**config.mk**
```make
export PLATFORM = sky130hd
export DESIGN_NAME = counter_share_arbiter
export DESIGN_NICKNAME = d
export VERILOG_FILES = /design/src/rtl/counter_share_arbiter_pkg.sv /design/src/rtl/counter_share_arbiter_rr_pick.sv /design/src/rtl/counter_share_arbiter.sv
export SDC_FILE = /design/constraint.sdc
export NUM_CORES = 1
export LEC_CHECK = 0
export BUFFER_PORTS_ARGS = -buffer_cell sky130_fd_sc_hd__buf_4
export CORE_ASPECT_RATIO = 1.75
export CORE_MARGIN = 2
export CORE_UTILIZATION = 35
export CTS_CLUSTER_DIAMETER = 30
export CTS_CLUSTER_SIZE = 28
export DETAILED_ROUTE_END_ITERATION = 8
export GPL_ROUTABILITY_DRIVEN = 0
export SETUP_SLACK_MARGIN = 0.05
export SLEW_MARGIN = 25
export SYNTH_ARGS = -nofsm -noshare
export SYNTH_HDL_FRONTEND = slang
export SYNTH_SLANG_ARGS = --single-unit
```
**constraint.sdc**
```tcl
create_clock -name clk -period 3.7 [get_ports clk]
set_input_delay 0.37 -clock clk [delete_from_list [all_inputs] [get_ports clk]]
set_output_delay 0.37 -clock clk [all_outputs]
set_load 0.1 [all_outputs]
```
**src/rtl/counter_share_arbiter_pkg.sv**
```systemverilog
// Shared types for the counter-sharing arbiter.
// State encoding and default counter width.
package counter_share_arbiter_pkg;

  typedef enum logic [1:0] {
    IDLE  = 2'd0,
    CLEAR = 2'd1,
    COUNT = 2'd2,
    DONE  = 2'd3
  } state_t;

  localparam int CW_DEF = 4;

endpackage

```
**src/rtl/counter_share_arbiter_rr_pick.sv**
```systemverilog
// Combinational round-robin picker: first set req
// at or above ptr, modulo N.
module counter_share_arbiter_rr_pick #(
  parameter int N = 4,
  localparam int IW = $clog2(N)
) (
  input  logic [N-1:0]  req,
  input  logic [IW-1:0] ptr,
  output logic [N-1:0]  gnt,
  output logic [IW-1:0] idx,
  output logic          vld
);

  logic [IW-1:0] j;

  // Scan downward so the nearest requester wins last.
  always_comb begin
    gnt = '0;
    idx = '0;
    vld = 1'b0;
    j   = '0;
    for (int k = N - 1; k >= 0; k--) begin
      j = IW'((int'(ptr) + k) % N);
      if (req[j]) begin
        gnt    = '0;
        gnt[j] = 1'b1;
        idx    = j;
        vld    = 1'b1;
      end
    end
  end

endmodule

```
**src/rtl/counter_share_arbiter.sv**
```systemverilog
// Round-robin arbiter lending one counter to N
// requesters for a T-tick delay each.
module counter_share_arbiter
  import counter_share_arbiter_pkg::*;
#(
  parameter int N  = 4,
  parameter int CW = CW_DEF
) (
  input  logic            clk,
  input  logic            reset,
  input  logic [N-1:0]    req,
  input  logic [N*CW-1:0] tgt,
  output logic [N-1:0]    gnt,
  output logic [N-1:0]    done,
  output logic            busy,
  output logic            err,
  output logic            cnt_clr,
  output logic            cnt_en,
  input  logic [CW-1:0]   cnt_q,
  input  logic            cnt_cout
);

  localparam int IW = $clog2(N);

  state_t        state;
  logic [IW-1:0] rr_ptr;
  logic [IW-1:0] owner;
  logic [IW-1:0] nxt_ptr;
  logic [CW-1:0] tgt_lat;
  logic [CW-1:0] tgt_pick;
  logic [N-1:0]  pick_gnt;
  logic [IW-1:0] pick_idx;
  logic          pick_vld;
  logic          own_req;

  counter_share_arbiter_rr_pick #(
    .N(N)
  ) u_pick (
    .req(req),
    .ptr(rr_ptr),
    .gnt(pick_gnt),
    .idx(pick_idx),
    .vld(pick_vld)
  );

  always_comb begin
    tgt_pick = '0;
    for (int i = 0; i < N; i++) begin
      if (pick_idx == IW'(i)) begin
        tgt_pick = tgt[i*CW +: CW];
      end
    end
  end

  assign own_req = req[owner];
  assign nxt_ptr = (owner == IW'(N - 1)) ?
                   '0 : owner + IW'(1);

  assign busy    = (state != IDLE);
  // Counter is held clear through reset as well.
  assign cnt_clr = !reset || (state == CLEAR);
  assign cnt_en  = (state == COUNT) &&
                   (cnt_q != tgt_lat);

  always_ff @(posedge clk or negedge reset) begin
    if (!reset) begin
      state   <= IDLE;
      gnt     <= '0;
      done    <= '0;
      err     <= 1'b0;
      rr_ptr  <= '0;
      owner   <= '0;
      tgt_lat <= '0;
    end else begin
      unique case (state)
        IDLE: begin
          if (pick_vld) begin
            owner   <= pick_idx;
            tgt_lat <= tgt_pick;
            gnt     <= pick_gnt;
            state   <= CLEAR;
          end
        end
        CLEAR: begin
          if (!own_req) begin
            gnt    <= '0;
            rr_ptr <= nxt_ptr;
            state  <= IDLE;
          end else begin
            state  <= COUNT;
          end
        end
        COUNT: begin
          // An abort wins over a coincident finish.
          if (!own_req) begin
            gnt    <= '0;
            rr_ptr <= nxt_ptr;
            state  <= IDLE;
          end else if (cnt_q == tgt_lat) begin
            done   <= gnt;
            gnt    <= '0;
            state  <= DONE;
          end
        end
        DONE: begin
          done   <= '0;
          rr_ptr <= nxt_ptr;
          state  <= IDLE;
        end
        default: state <= IDLE;
      endcase
      if ((state == COUNT) && cnt_cout) begin
        err <= 1'b1;
      end
    end
  end

endmodule

```
# Word level (Yosys, flattened, before mapping)
# Index checks and enable logic that the tools add are counted.
[totals] ff_bits=19 latchBits=0 mem_bits_rw=0 mem_bits_ro=0 out_inout_bits=12 n_memories=0
[classes] add_sub_neg=4 multipliers=0 n_div=0 magnitude_cmp=9 n_eq_ne=15 shifts=0 mux=50 bitwise_logic=0 n_reduce_logical=20
[op_table] op="$mux 4" count=14
[op_table] op="$mux 2" count=10
[op_table] op="$lt 2x3->1 const B" count=5
[op_table] op="$mux 1" count=13
[op_table] op="$pmux 4 s3" count=1
[op_table] op="$bmux 1 s2" count=5
[op_table] op="$eq 2x2->1 const B" count=5
[op_table] op="$demux 1 s2" count=4
[op_table] op="$ge 2x1->1 const B" count=4
[op_table] op="$ne 2x2->1 const B" count=4
[op_table] op="$pmux 2 s4" count=1
[op_table] op="$pmux 4 s2" count=1
[op_table] op="$logic_and 1x1->1" count=6
[op_table] op="$reduce_and 2->1" count=3
[op_table] op="$reduce_bool 2->1" count=3
[op_table] op="$add 2x1->2 const B" count=2
[op_table] op="$add 2x2->2 const B" count=2
[op_table] op="$eq 2x1->1 const B" count=2
[op_table] op="$eq 4x4->1" count=1
[op_table] op="$logic_not 2->1" count=2
[op_table] op="$ne 4x4->1" count=1
[op_table] op="$pmux 2 s2" count=1
[op_table] op="$reduce_and 4->1" count=1
[op_table] op="$ne 3x2->1 const B" count=1
[op_table] op="6 further kinds" count=6

# Depth between registers and ports, before layout
# Gate-level depths: netlist of run 1.
[depth] word_depth=12 ltp_mapped=11

# Hierarchy
# From an unflattened synthesis of run 1, not the netlist that was laid out.
[hier_totals] hier_cells=151 hier_area_um2=1630.3
[modules_own_cells] mod="counter_share_arbiter" instances=1 cells_per_inst=90 area_per_inst_um2=1121.1
[modules_own_cells] mod="counter_share_arbiter_rr_pick" instances=1 cells_per_inst=61 area_per_inst_um2=509.2

# Worst setup path after synthesis of run 1
# Ideal clock, no wire load.
[synth_path] path_type="register to register" from="register rr_ptr[0]" to="register tgt_lat[0]" setup_time_ps=134 arrival_time_ps=2429 path_slack_ps=1137 stages_incl_launch_ff=11 n_path_buf=2 synth_period_minus_slack_ps=2563 cell_sequence="dfrtp_1 -> buf_2 -> inv_1 -> ha_1 -> clkbuf_1 -> inv_1 -> o31ai_1 -> o221ai_1 -> or3_1 -> o22ai_1 -> o31ai_1"
[synth_via] elab_chain_len=12 word_cells_on_any_way=28 cone_classes="3 x add/sub; 3 x eq/ne; 20 x mux; 2 x reduce/logical"
[synth_rtl] element="start, declared" line_no="counter_share_arbiter.sv:26" rtl="logic [IW-1:0] rr_ptr;"
[synth_rtl] element="start signal, assigned" line_no="counter_share_arbiter.sv:87" rtl="rr_ptr <= nxt_ptr;"
[synth_rtl] element="start signal, assigned" line_no="counter_share_arbiter.sv:97" rtl="rr_ptr <= nxt_ptr;"
[synth_rtl] element="start signal, assigned" line_no="counter_share_arbiter.sv:107" rtl="rr_ptr <= nxt_ptr;"
[synth_rtl] element="$add 2x2->2" line_no="counter_share_arbiter_rr_pick.sv:23" rtl="j = IW'((int'(ptr) + k) % N);"
[synth_rtl] element="$bmux 1 s2" line_no="counter_share_arbiter_rr_pick.sv:24" rtl="if (req[j]) begin"
[synth_rtl] element="$mux 1 (implied by the code)" line_no="counter_share_arbiter_rr_pick.sv:24"
[synth_rtl] element="$mux 2 (4 in series)" line_no="counter_share_arbiter_rr_pick.sv:24"
[synth_rtl] element="$logic_not 2->1" line_no="counter_share_arbiter.sv:49" rtl="if (pick_idx == IW'(i)) begin"
[synth_rtl] element="$mux 4 (4 in series)" line_no="counter_share_arbiter.sv:49"
[synth_rtl] element="end signal, assigned" line_no="counter_share_arbiter.sv:79" rtl="tgt_lat <= tgt_pick;"
[synth_rtl] element="end, declared" line_no="counter_share_arbiter.sv:29" rtl="logic [CW-1:0] tgt_lat;"
# Several ways; a longest one is shown, not always the timed one. The select of a mux whose other input is x is not followed.
# A chain may end at the register's enable or synchronous reset.

# Worst setup path after layout of run 1
[layout_path] from="register rr_ptr[0]" to="register tgt_lat[3]"
# Same word-level chain as after synthesis.

==> flow_summary_export.csv, run 1 <==
group,metric,value,unit
placed_design,dp_hpwl,2910,um
clock_network,post-cts-setup-buffers,0,
detailed_routing,wirelength,3760,um
detailed_routing,route.detailed.drc,0,
floorplan,core_region_area,4440,um^2
setup_path,critPathKind,"flop to flop",
yosys,synthesis.nets,213,
floorplan,io_pins,39,
detailed_routing,via_count,1411,
detailed_routing,ant_nets,0,
grt,grt.overflow.total,0,
sta,worstMarginPinSlew,0.592,ns
grt,antenna_found_initial,0,
layout,area_growth,22.9,%
yosys,synth_warnings,0,
sta,period_share,80.3,%
yosys,synth_cell_type_count,38,
yosys,synth-edff-count,0,
layout,drive_gt1_share,29.0,%
yosys,yosysMostFrequentCell,"dfrtp_1",
power,total_power,1.88,mW
floorplan,die_h,94.4,um
detailed_routing,routedWlPerCell,14.6,um
layout,fillers,437,
min_path,hold_end,"err",
yosys,ys.flop_type,"dfrtp_1",
setup_path,critical_path.max_fanout,15,
yosys,synth_seq_area_share,29.1,%
power,peakVddDrop,0.623,mV
run,maxCapViolations,0,
sta,whs,0.315,ns
sta,hold_viol_final,0,
min_path,hold_path_depth,2,
sta,fin_skew,0.00129,ns
yosys,yosys.area.top_type_share,29.1,%
sta,finalCriticalPeriod,2.97,ns
setup_path,endpoint_kind,"flop",
setup_path,startpoint_type,"flop",
yosys,syn_avg_cell_area,9.44,um^2
sta,setup_viol,0,
detailed_routing,drtIter0Drc,37,
setup_path,reg2reg_slack,0.73,ns
clock_network,cts_buffer_depth,2,
min_path,min_from,"cnt_cout",
status,outcome,"complete, no violations",
placed_design,pre_cts_ws,0.763,ns
yosys,postSynth.asyncResetShare,100,%
floorplan,rows,32,
setup_path,r2r_start,"rr_ptr[0]",
layout,antenna_cells,0,
yosys,ys_top_cells_by_area,"dfrtp_1 (29%), ha_1 (10%), mux2i_1 (9.8%), mux2_2 (6.2%), nand2b_1 (4.6%)",
sta,fin_ws,0.730,ns
grt,grt_max_degree,21,
grt,grt_usage,15.1,%
detailed_routing,via_per_inst,5.47,
yosys,netlist_instances,173,
power,p_leak,0.912,nW
floorplan,die_w,55.6,um
yosys,ys_top_cells_by_count,"dfrtp_1 (19), mux2i_1 (16), nand2_1 (15)",
yosys,synth_largest_area_cell,"dfrtp_1",
layout,regArea,475,um^2
yosys,netlist_area,1630,um^2
clock_network,cts_tree,"built",
grt,grt_pass1_vias,1358,
floorplan,start_util,36.7,%
floorplan,die_area,5250,um^2
clock_network,cts-root-buf,"clkbuf_8",
placed_design,io_buffer_count,38,
sta,relSlewSlack,60.1,%
yosys,ys_ff_latch,19,
clock_network,cts_made_buffers,3,
min_path,hold_path_class,"input port to flop",
setup_path,worst-r2r-cell-count,9,
detailed_routing,firstDrtPassIters,4,
layout,nets,248,
setup_path,worstReg2RegEnd,"tgt_lat[3]",
power,power.density,938,nW/um^2
setup_path,cp.arrival,3.10,ns
clock_network,clock-sinks,19,
sta,setup-tns-final,0,ns
clock_network,clk_latency,0.26,ns
sta,rsz0062_at_grt,"no",
clock_network,post_cts_resized,0,
sta,drv_slew,0,
grt,grt_pass1_wl,6330,um
sta,fmax,337,MHz
clock_network,clkTransAtPathRegs,0.07,ns
layout,multi_input_area,1090,um^2
clock_network,htreeDepth,1,
setup_path,cp.required,3.83,ns
==> per-layer routing <==
| metal | track usage (%) | wire length (um) |
|---|---|---|
| met1 | 16.7 | 1530 |
| met2 | 29.1 | 2070 |
| met3 | 1.37 | 90 |
| met4 | 6.10 | 63 |
| met5 | 0 | 0 |
==> kinds of logic after synthesis <==
kind of cell | count (synthesis) | synth area share (%)
AO/OA/AOI/OAI | 46 | 18.8
adder cells (fa/ha/maj) | 13 | 9.96
buffers and inverters | 17 | 3.98
AND/OR/NAND/NOR | 46 | 15.9
flip-flops | 19 | 29.1
multiplexers | 28 | 20.2
XOR/XNOR | 4 | 2.15
==> final cells by class <==
| class | count | area share (%) |
|---|---|---|
| Sequential cell | 19 | 23.7 |
| Multi-Input combinational cell | 137 | 54.4 |
| Tap cell | 51 | 3.18 |
| Inverter | 7 | 1.31 |
| Timing Repair Buffer | 40 | 15.1 |
| Clock buffer | 3 | 2.06 |
| Clock inverter | 1 | 0.249 |
==> cell usage in the layout (no fill, tap or decap), types with 4 or more instances in the layout <==
cell type	count
xnor2_1	4
o31ai_1	6
mux2_2	9
a21oi_1	5
ha_1	13
mux2i_1	16
nand2_1	15
buf_4	39
inv_1	6
nor2_1	6
o21ai_1	4
dfrtp_1	19
o211ai_1	5
o22ai_1	4
nand2b_1	12
o21ai_0	10
a22o_1	4
==> critical path, stage by stage, from the launching register on <==
cell and delay [ns]:
dfrtp_1 0.66, inv_1 0.27, ha_1 0.53, inv_1 0.12, o31ai_1 0.22, o221ai_1 0.15
buf_4 0.18, or3_1 0.43, o22ai_1 0.18, o31ai_1 0.08
==> power by group <==
| part | total (mW) | internal (mW) | switching, mW |
|---|---|---|---|
| clock | 0.149 | 0.0750 | 0.0744 |
| sequential | 0.401 | 0.296 | 0.105 |
| combinational | 1.33 | 0.509 | 0.824 |
==> through the flow <==
| stage | instance area (um^2) | std cells | util, % |
|---|---|---|---|
| after global placement | 1950 | 253 | 43.9 |
| after global routing | 2010 | 258 | 45.2 |
| after floorplan | 1630 | 173 | - |
| after detailed placement | 1950 | 253 | 43.9 |
| final | 2010 | 258 | 45.2 |
| after CTS | 2010 | 258 | 45.2 |
==> flip-flops by register name (all words and copies together), names as in the netlist <==
| signal | flops |
|---|---|
| done | 4 |
| gnt | 4 |
| tgt_lat | 4 |
| owner | 2 |
| rr_ptr | 2 |
| state | 2 |
| err | 1 |
==> what timing repair did <==
item / 4_1_cts / 5_1_grt
hold buffers: 1 / 0
endpoints found under the setup margin: 0 / 0
hold endpoints to repair: 19 / 0
==> worst max path at each step <==
| stage | startpoint | cells after the start | endpoint | slack, ns |
|---|---|---|---|---|
| 4_1_cts | rr_ptr[0] | 9 | tgt_lat[3] | 0.75 |
| 2_1_floorplan | rr_ptr[0] | 10 | tgt_lat[0] | 1.14 |
| 3_3_place_gp | rr_ptr[0] | 9 | tgt_lat[0] | 0.79 |
| 5_1_grt | rr_ptr[0] | 9 | tgt_lat[0] | 0.51 |
| 3_5_place_dp | rr_ptr[0] | 9 | tgt_lat[3] | 0.76 |
| 6_report | rr_ptr[0] | 9 | tgt_lat[3] | 0.73 |
(Power assumes the default switching activity.)
==> run 2: changes to the inputs <==
clock period = 2.65 ns   (was 3.7 ns; I/O delays follow)
==> run 2 against run 1 <==
  * Clock skew up 0.0054 ns
  * Cell count up 1.6%
  * Via count up 0.21%
  * Die area unchanged
  * Count of clock-buffer cells in the layout unchanged
  * Hold slack worse by 0.11 ns
  * Largest cell class unchanged
==> flow_summary_export.csv, run 2 (synthesis results as in run 1) <==
group,metric,value,unit
clock_network,cts-root-buf,"clkbuf_8",
status,outcome,"complete, no violations",
sta,fin_skew,0.00668,ns
sta,finalCriticalPeriod,2.22,ns
grt,grt_usage,15.7,%
floorplan,die_h,94.4,um
detailed_routing,via_per_inst,5.40,
setup_path,critical_path.max_fanout,9,
run,maxCapViolations,0,
sta,setup-tns-final,0,ns
floorplan,start_util,36.7,%
clock_network,cts_made_buffers,3,
grt,grt_pass1_vias,1497,
layout,nets,252,
power,total_power,2.67,mW
layout,top_regs,"done (4), gnt (4), tgt_lat (4)",
grt,grt.overflow.total,0,
detailed_routing,routedWlPerCell,14.2,um
floorplan,die_area,5250,um^2
floorplan,rows,32,
clock_network,post_cts_resized,0,
floorplan,core_region_area,4440,um^2
setup_path,cp.required,2.82,ns
setup_path,startpoint_type,"flop",
placed_design,io_buffer_count,38,
floorplan,die_w,55.6,um
sta,whs,0.204,ns
power,p_leak,0.931,nW
layout,final_util,45.8,%
setup_path,critPathKind,"flop to flop",
layout,final_cell_mix,"buf_4 (43), dfrtp_1 (19), mux2i_1 (16)",
power,power.density,1310,nW/um^2
detailed_routing,via_count,1414,
power,peakVddDrop,0.792,mV
sta,drv_slew,0,
sta,relSlewSlack,59.0,%
sta,period_share,83.9,%
layout,final_common_cell,"buf_4",
detailed_routing,wirelength,3710,um
detailed_routing,firstDrtPassIters,4,
grt,grt_max_degree,21,
sta,rsz0062_at_grt,"no",
setup_path,cp.arrival,2.39,ns
clock_network,clkTransAtPathRegs,0.08,ns
layout,antenna_cells,0,
grt,antenna_found_initial,0,
sta,hold_viol_final,0,
clock_network,clock-sinks,19,
clock_network,htreeDepth,1,
layout,fillers,443,
sta,worstMarginPinSlew,0.598,ns
detailed_routing,drtIter0Drc,25,
layout,area_growth,24.8,%
min_path,hold_path_class,"input port to flop",
layout,drive_gt1_share,30.3,%
placed_design,dp_hpwl,2940,um
detailed_routing,route.detailed.drc,0,
clock_network,cts_buffer_depth,2,
sta,setup_viol,0,
sta,fmax,450,MHz
grt,grt_pass1_wl,6710,um
clock_network,cts_tree,"built",
floorplan,io_pins,39,
clock_network,clk_latency,0.26,ns
setup_path,endpoint_kind,"flop",
detailed_routing,ant_nets,0,
[run 2: changes by cell type in the layout (fill, tap and decap cells not counted)]
cell   delta
buf_4     +4
[run 2: worst max-delay path, cell delays in order (launching register included)]
cell and delay (ns):
dfrtp_1 0.34, inv_1 0.06, ha_1 0.46, nand2b_1 0.13, o32a_1 0.36, o311ai_1 0.12, nand2_1 0.25, mux2i_1 0.17
o31ai_1 0.24
[run 2: where the power goes]
group / switching [mW] / total [mW] / internal, mW
combinational: 1.21 / 1.96 / 0.748
clock: 0.104 / 0.209 / 0.105
sequential: 0.0935 / 0.507 / 0.414
total: 1.41 / 2.67 / 1.27
[run 2: cell type report]
class / instances / area, um^2 / area share [%]
Inverter: 7 / 26.3 / 1.29
Clock inverter: 1 / 5.00 / 0.246
Timing Repair Buffer: 44 / 333 / 16.3
Clock buffer: 3 / 41.3 / 2.03
Sequential cell: 19 / 475 / 23.3
Multi-Input combinational cell: 137 / 1090 / 53.6
Tap cell: 51 / 63.8 / 3.13
[run 2: stage by stage]
step                      setup slack (ns)  std cells  instance area (um^2)
after floorplan                     0.0869        173                  1630
after global placement               0.414        257                  1980
after detailed placement             0.394        257                  1980
after CTS                            0.383        262                  2040
after global routing                 0.191        262                  2040
final                                0.427        262                  2040
[run 2: routing by layer]
| metal | track usage [%] | up-vias | part of all wire [%] |
|---|---|---|---|
| met5 | 0 | - | 0 |
| met4 | 6.10 | 0 | 1.7 |
| met3 | 0.411 | 4 | 1.9 |
| met2 | 30.5 | 23 | 56 |
| met1 | 17.7 | 680 | 41 |
| li1 | - | 707 | - |
[run 2: worst paths after layout]
| kind | cells past startpoint | slack [ns] | start | to |
|---|---|---|---|---|
| min | 2 | 0.20 | cnt_cout | err |
| min in group asynchronous | 2 | 0.41 | reset | tgt_lat[0] |
| max in group asynchronous | 2 | 2.03 | reset | gnt[2] |
| max reg2reg | 8 | 0.43 | rr_ptr[0] | tgt_lat[1] |
| min reg2reg | 1 | 0.48 | err | err |
| max | 8 | 0.43 | rr_ptr[0] | tgt_lat[1] |
[run 2: timing repair]
action                                 in CTS  in global routing
setup buffers                               0                  0
hold buffers                                1                  0
endpoints found under the hold margin      19                  0
